## config.mk

```make
export PLATFORM = sky130hd
export DESIGN_NAME = inst_fetch_queue
export DESIGN_NICKNAME = d
export VERILOG_FILES = /design/src/rtl/inst_fetch_queue.sv
export SDC_FILE = /design/constraint.sdc
export NUM_CORES = 1
export LEC_CHECK = 0
export CAP_MARGIN = 30
export CORE_ASPECT_RATIO = 1.1
export CORE_UTILIZATION = 45
export DETAILED_ROUTE_END_ITERATION = 7
export DONT_BUFFER_PORTS = 1
export GPL_TIMING_DRIVEN = 0
export MAX_ROUTING_LAYER = met4
export SYNTH_ARGS = -nofsm -noshare
export SYNTH_HDL_FRONTEND = slang
export SYNTH_SLANG_ARGS = --single-unit
```

## constraint.sdc

```tcl
create_clock -name clk -period 4.9 [get_ports clk]
set_input_delay 1.47 -clock clk [delete_from_list [all_inputs] [get_ports clk]]
set_output_delay 1.47 -clock clk [all_outputs]
set_load 0.05 [all_outputs]
```

## src/rtl/inst_fetch_queue.sv

```systemverilog
// Instruction fetch queue: 4-wide compacting push, 2-wide in-order pop, circular buffer.
// Latency: a pushed entry is visible on out_* one cycle after its push edge (no bypass).
// Backpressure: in_ready_o drops when fewer than 4 entries are free; upstream holds the packet.
//
// Ports:
//   clk, rst_n          - clock and asynchronous active-low reset
//   flush_i             - drop every queued entry at the next edge
//   in_valid_i/in_data_i- 4-slot fetch packet, valid mask may contain gaps
//   in_ready_o          - at least 4 free entries
//   out_valid_o/out_data_o - two oldest entries, slot 0 is the head
//   pop_num_i           - entries taken by the issue buffer this cycle (0..2)
module inst_fetch_queue #(
  parameter int DATA_WIDTH = 32,
  parameter int DEPTH      = 8
) (
  input  logic                       clk,
  input  logic                       rst_n,
  input  logic                       flush_i,
  input  logic [3:0]                 in_valid_i,
  input  logic [3:0][DATA_WIDTH-1:0] in_data_i,
  output logic                       in_ready_o,
  output logic [1:0]                 out_valid_o,
  output logic [1:0][DATA_WIDTH-1:0] out_data_o,
  input  logic [1:0]                 pop_num_i
);

  localparam int PTR_W = $clog2(DEPTH);
  localparam int CNT_W = PTR_W + 1;

  logic [DATA_WIDTH-1:0] mem [DEPTH];
  logic [PTR_W-1:0]      head;
  logic [PTR_W-1:0]      tail;
  logic [CNT_W-1:0]      count;

  logic [CNT_W-1:0]      free_cnt;
  logic                  do_push;
  logic [2:0]            push_n;
  logic [1:0]            pop_req;
  logic [1:0]            pop_n;
  // Position of each slot among the valid slots: the number of valid slots below it.
  logic [3:0][1:0]       slot_off;

  always_comb begin
    free_cnt   = CNT_W'(DEPTH) - count;
    in_ready_o = (free_cnt >= CNT_W'(4));
    do_push    = in_ready_o && (in_valid_i != 4'b0000);

    push_n = 3'(in_valid_i[0]) + 3'(in_valid_i[1]) + 3'(in_valid_i[2]) + 3'(in_valid_i[3]);

    slot_off[0] = 2'd0;
    slot_off[1] = 2'(in_valid_i[0]);
    slot_off[2] = 2'(in_valid_i[0]) + 2'(in_valid_i[1]);
    slot_off[3] = 2'(in_valid_i[0]) + 2'(in_valid_i[1]) + 2'(in_valid_i[2]);

    // Illegal requests are clamped: 3 behaves as 2, and never pop more than is held.
    pop_req = (pop_num_i == 2'd3) ? 2'd2 : pop_num_i;
    if (CNT_W'(pop_req) > count) begin
      pop_n = count[1:0];  // count is 0 or 1 here
    end else begin
      pop_n = pop_req;
    end
  end

  always_ff @(posedge clk or negedge rst_n) begin
    if (!rst_n) begin
      head  <= '0;
      tail  <= '0;
      count <= '0;
    end else if (flush_i) begin
      head  <= '0;
      tail  <= '0;
      count <= '0;
    end else begin
      head  <= head + PTR_W'(pop_n);
      if (do_push) begin
        tail <= tail + PTR_W'(push_n);
      end
      count <= count + (do_push ? CNT_W'(push_n) : CNT_W'(0)) - CNT_W'(pop_n);
    end
  end

  // Payload storage carries no reset; validity comes from count alone.
  always_ff @(posedge clk) begin
    if (do_push && !flush_i) begin
      for (int i = 0; i < 4; i++) begin
        if (in_valid_i[i]) begin
          mem[tail + PTR_W'(slot_off[i])] <= in_data_i[i];
        end
      end
    end
  end

  always_comb begin
    out_valid_o[0] = (count != '0);
    out_valid_o[1] = (count >= CNT_W'(2));
    out_data_o[0]  = mem[head];
    out_data_o[1]  = mem[head + PTR_W'(1)];
  end

endmodule

```

**Word-level counts from Yosys, hierarchy flattened**

Memory sizes are Yosys's and may differ from the RTL's.
Cells that the tools add are included.

- Flip-flop bits (word level): 10
- Output and inout bits: 67
- RAM bits: 256
- Memories kept: 1
- Word-level logic and storage cells: 47
- Bits of input ports: 137

Memory list:

| name | depth | width | read ports | clocked after memory_dff | write ports | RTL line | source |
|---|---|---|---|---|---|---|---|
| mem | 8 | 32 | 2 | 0 | 4 | 30 | `logic [DATA_WIDTH-1:0] mem [DEPTH];` |

- Magnitude comparators: 3
- Equal/unequal tests: 1
- Multiplexer cells: 19
- Add/sub/neg operators: 14
- Reductions and logical operators: 6

Operator list:

| kind | number |
|---|---|
| $mux W1 | 12 |
| $mux W3 | 4 |
| $add A3 B2 Y3 | 3 |
| $reduce_bool A4 Y1 | 2 |
| $add A3 B1 Y3 | 2 |
| $add A1 B1 Y2 | 2 |
| $add A4 B3 Y4 | 1 |
| $ge A4 B2 Y1 const B | 1 |
| $ge A4 B3 Y1 const B | 1 |
| $gt A2 B4 Y1 | 1 |
| $mux W2 | 2 |
| $mux W4 | 1 |
| $sub A4 B2 Y4 | 1 |
| $sub A4 B4 Y4 const A | 1 |
| $add A2 B1 Y3 | 1 |
| $add A3 B1 Y3 const B | 1 |
| $add A3 B3 Y3 | 1 |
| $add A2 B1 Y2 | 1 |
| $eq A2 B2 Y1 const B | 1 |
| $logic_and A1 B1 Y1 | 2 |
| $reduce_bool A2 Y1 | 1 |
| $logic_not A1 Y1 | 1 |

**Longest topological paths before layout**

- Word-level depth: 7
- Mapped depth: 13
- Gate-level depth less buffers: 13

**Least setup slack after synthesis**

OpenSTA, ideal clock, no wires.

- Kind: input-to-reg
- From: input port in_valid_i[0]
- To: memory mem[0][0], enable pin
- Library setup time: 0.472 ns
- Arrival time: 5.217 ns
- Buffers on the path: 0
- Stages on the path: 6
- Setup slack: -0.789 ns
- Required time: 4.428 ns
- Path through: inv_1 -> ha_1 -> nor3b_2 -> a211oi_4 -> or4b_1 -> o311ai_1

RTL lines:

| element | RTL line | source |
|---|---|---|
| start, declared | 19 | `input logic [3:0] in_valid_i,` |
| end, declared | 30 |  |

==> results.md <==
- Outcome: finished clean
- Area growth syn-to-layout: 12.50%
- Pwr dens: 694.7 nW/um^2
- Final period utilization: 98.58%
- Max incr delay on CP: 520 ps
- DIE HEIGHT: 220.9 microns
- Final ANT Viol Nets: 0
- DRC viols: 0
- Mapped Area: 19590 sq um
- Ports: 204
- Most used cell, CP: buf_4
- Crit Path Class: in -> reg
- Synth cell types: 55
- Final hold slack: 560.0 ps
- Max VDD drop: 0.3972 mV
- H-tree levels: 1
- Data required time of the worst path: 5260 ps
- Unrepaired setup endpoints after global routing: no
- Ys flop type: edfxtp_1
- Final Hold Vio Count: 0
- Seq. cell area: 7938 sq um
- Synth Warn #: 0
- Max-cap violations: 0
- HPWL Detailed: 58290 microns
- Initial DRC Count: 2844
- Slew HR: 27.71%
- Final RePlAce weighted congestion: 0.9663
- Cell family with most CP delay: buffers and inverters
- Post-layout util: 51.74%
- Proportion of layout cells with a drive suffix above 1: 20.48%
- Tot GR Track Use: 38.46%
- Count of state elements after synthesis: 266
- Synthesized Nets: 1975
- Synth Instances: 1812
- Arrival @ worst endpoint: 5190 ps
- Worst-path clk slew: 60 ps
- Routed WL: 84910 microns
- Critical-path top delay cell: fa_1
- Worst-Skew Late Latency: 600 ps
- Fin crit period: 4830 ps
- Post-synth EDFFs: 256
- Total grt overflow: 0
- Post-Route Skew: 9.617 ps
- FILL cells: 3764
- Root buffer cell: clkbuf_16
- FMAX: 0.2070 GHz
- Area of the multi-input gates: 10500 sq um
- Vias in the first global route: 17550
- CTS max path bufs: 3
- CP cell instances: fa_1, ha_1, inv_1, fa_2, xor2_4, a211oi_2, nand2_1, and2_1, clkbuf_1, buf_2, o211ai_1, buf_4, buf_4, buf_4
- Mean post-synth cell area: 10.81 sq um
- Worst Path Buf+Inv: 6
- HP Class: in -> async
- Global-route wire length before repair: 120100 microns
- Vias: 18170
- Num CTS Buffers: 31
- Pre-antenna DRT Iters: 7
- Via density: 7.278
- Final setup vio count: 0
- Max Transition Viols Final: 0
- Drt wl/cell: 34.01 microns
- Worst-path fanout max: 10
- Crit path depth: 14
- Final net count: 2062
- Worst setup SP type: input port
- Reg2reg path depth: 8
- CTS tree: built
- Register area share after synthesis: 40.51%
- Most frequent cells in the layout: nand2_1 (271), edfxtp_1 (256), nor2_1 (142), mux2i_1 (133), mux4_2 (128)
- Largest net degree at the start of global routing: 16
- Chip width: 201.0 microns
- Power Total: 15.31 mW
- Core area: 42600 sq um
- Dpl ws: -445.8 ps
- Commonest non-fill, non-tap cell in the layout: nand2_1
- Starting density of the core: 45.99%
- Slew @ Worst Pin: 1082 ps
- Initial antenna violation count: 6
- Ys async rst share: 3.759%
- CP endpoint kind: flip-flop
- Leak pwr: 8.237 nW
- # rows: 79
- CTS sink count: 266
- Die Area: 44380 sq um
- Final WS setup: 69.67 ps
- I/O Buffers: 0
path summary, 6_finish.rpt:
path / from / end / slack, ps
min: rst_n / count[2] / 560
max in group asynchronous: rst_n / tail[2] / 4270
max: in_valid_i[0] / mem[7][6] / 70
min reg2reg: count[3] / count[3] / 790
min in group clk: count[3] / count[3] / 790
max reg2reg: tail[0] / mem[1][5] / 670
per-layer routing:
metal  wire length, microns  up-vias  track usage (%)
li1                       -     7246                -
met2                  37500     1652            56.51
met1                  29730     8855            47.05
met3                  12050      421            11.62
met4                   5634        0            21.79
met5                      0        -                -
worst reg2reg max path, stage by stage (launching register included):
cell and delay, ps:
dfrtp_1 560, ha_1 320, fa_1 550, nor3b_1 920
a21boi_2 310, buf_6 270, o211ai_1 460, buf_4 340
buf_4 210
synth_stat cells (all sizes together), types with 2 or more instances:
master,n,area share (%)
nand2b,7,0.22
xor2,5,0.26
mux2i,133,6.8
o211ai,13,0.50
a21boi,2,0.11
inv,46,0.88
nand4b,2,0.089
nor2b,6,0.19
edfxtp,256,39
a31oi,125,4.0
or4b,3,0.15
a221oi,124,5.5
clkbuf,110,2.2
nand3,3,0.077
o21a,4,0.15
dfrtp,10,1.3
nor3,3,0.077
o311ai,2,0.089
or2,3,0.096
and2,2,0.064
nor3b,10,0.49
o22ai,124,4.0
nor4b,7,0.39
o21ai,4,0.12
mux4,128,15
or3,3,0.096
nor2,143,2.8
xnor2,7,0.31
ha,18,1.1
fa,8,0.82
buf,139,3.2
a21oi,2,0.051
nand2,275,5.3
mux2,64,3.7
a211oi,15,0.77
through the flow:
step / instance area [sq um] / instances / TNS, ps
2_1_floorplan: 19650 / 1812 / -3585
3_3_place_gp: 20360 / 2379 / -511440
3_5_place_dp: 20960 / 2430 / -36740
4_1_cts: 21990 / 2487 / 0
5_1_grt: 22040 / 2497 / 0
6_report: 22040 / 2497 / 0
logic make-up (layout without fill, tap and decap cells):
| group | Yosys count | in the layout | share of synthesized area (%) |
|---|---|---|---|
| AOI/OAI and AO/OA | 417 | 417 | 15.37 |
| xor gates and xnor gates | 12 | 12 | 0.5747 |
| adders and majority gates | 26 | 26 | 1.967 |
| buffers and inverters | 295 | 407 | 6.213 |
| DFF | 266 | 266 | 40.51 |
| muxes | 325 | 325 | 25.19 |
| other | 0 | 6 | 0 |
| and+or+nand+nor | 471 | 471 | 10.18 |
area by class of cell:
type | count | share of cell area (%)
antenna | 6 | 0.06811
buffer | 248 | 4.927
multi-input combinational | 1251 | 47.62
sequential | 266 | 36.01
clock buffer | 36 | 3.604
inverter | 46 | 0.7833
tap | 567 | 3.218
timing repair buffer | 55 | 2.810
clock inverter | 22 | 0.9592
sequential cells by signal (all words and copies together), names as in the netlist:
name / cells
count: 4
tail: 3
mem: 256
head: 3
timing repair:
item                                    4_1_cts  5_1_grt
endpoints found under the hold margin         0        0
pin swaps                                     0        1
resized for setup                            11        7
setup buffers                                 0        3
hold buffers                                  0        0
endpoints found under the setup margin       33       26
power by group:
group | total [mW] | internal [mW] | leakage (nW) | switching [mW]
clock | 2.36 | 1.36 | 0.485 | 0.997
combinational | 9.19 | 3.07 | 5.29 | 6.13
sequential | 3.76 | 3.43 | 2.47 | 0.328
total | 15.3 | 7.86 | 8.24 | 7.45
(Power assumes the default switching activity.)
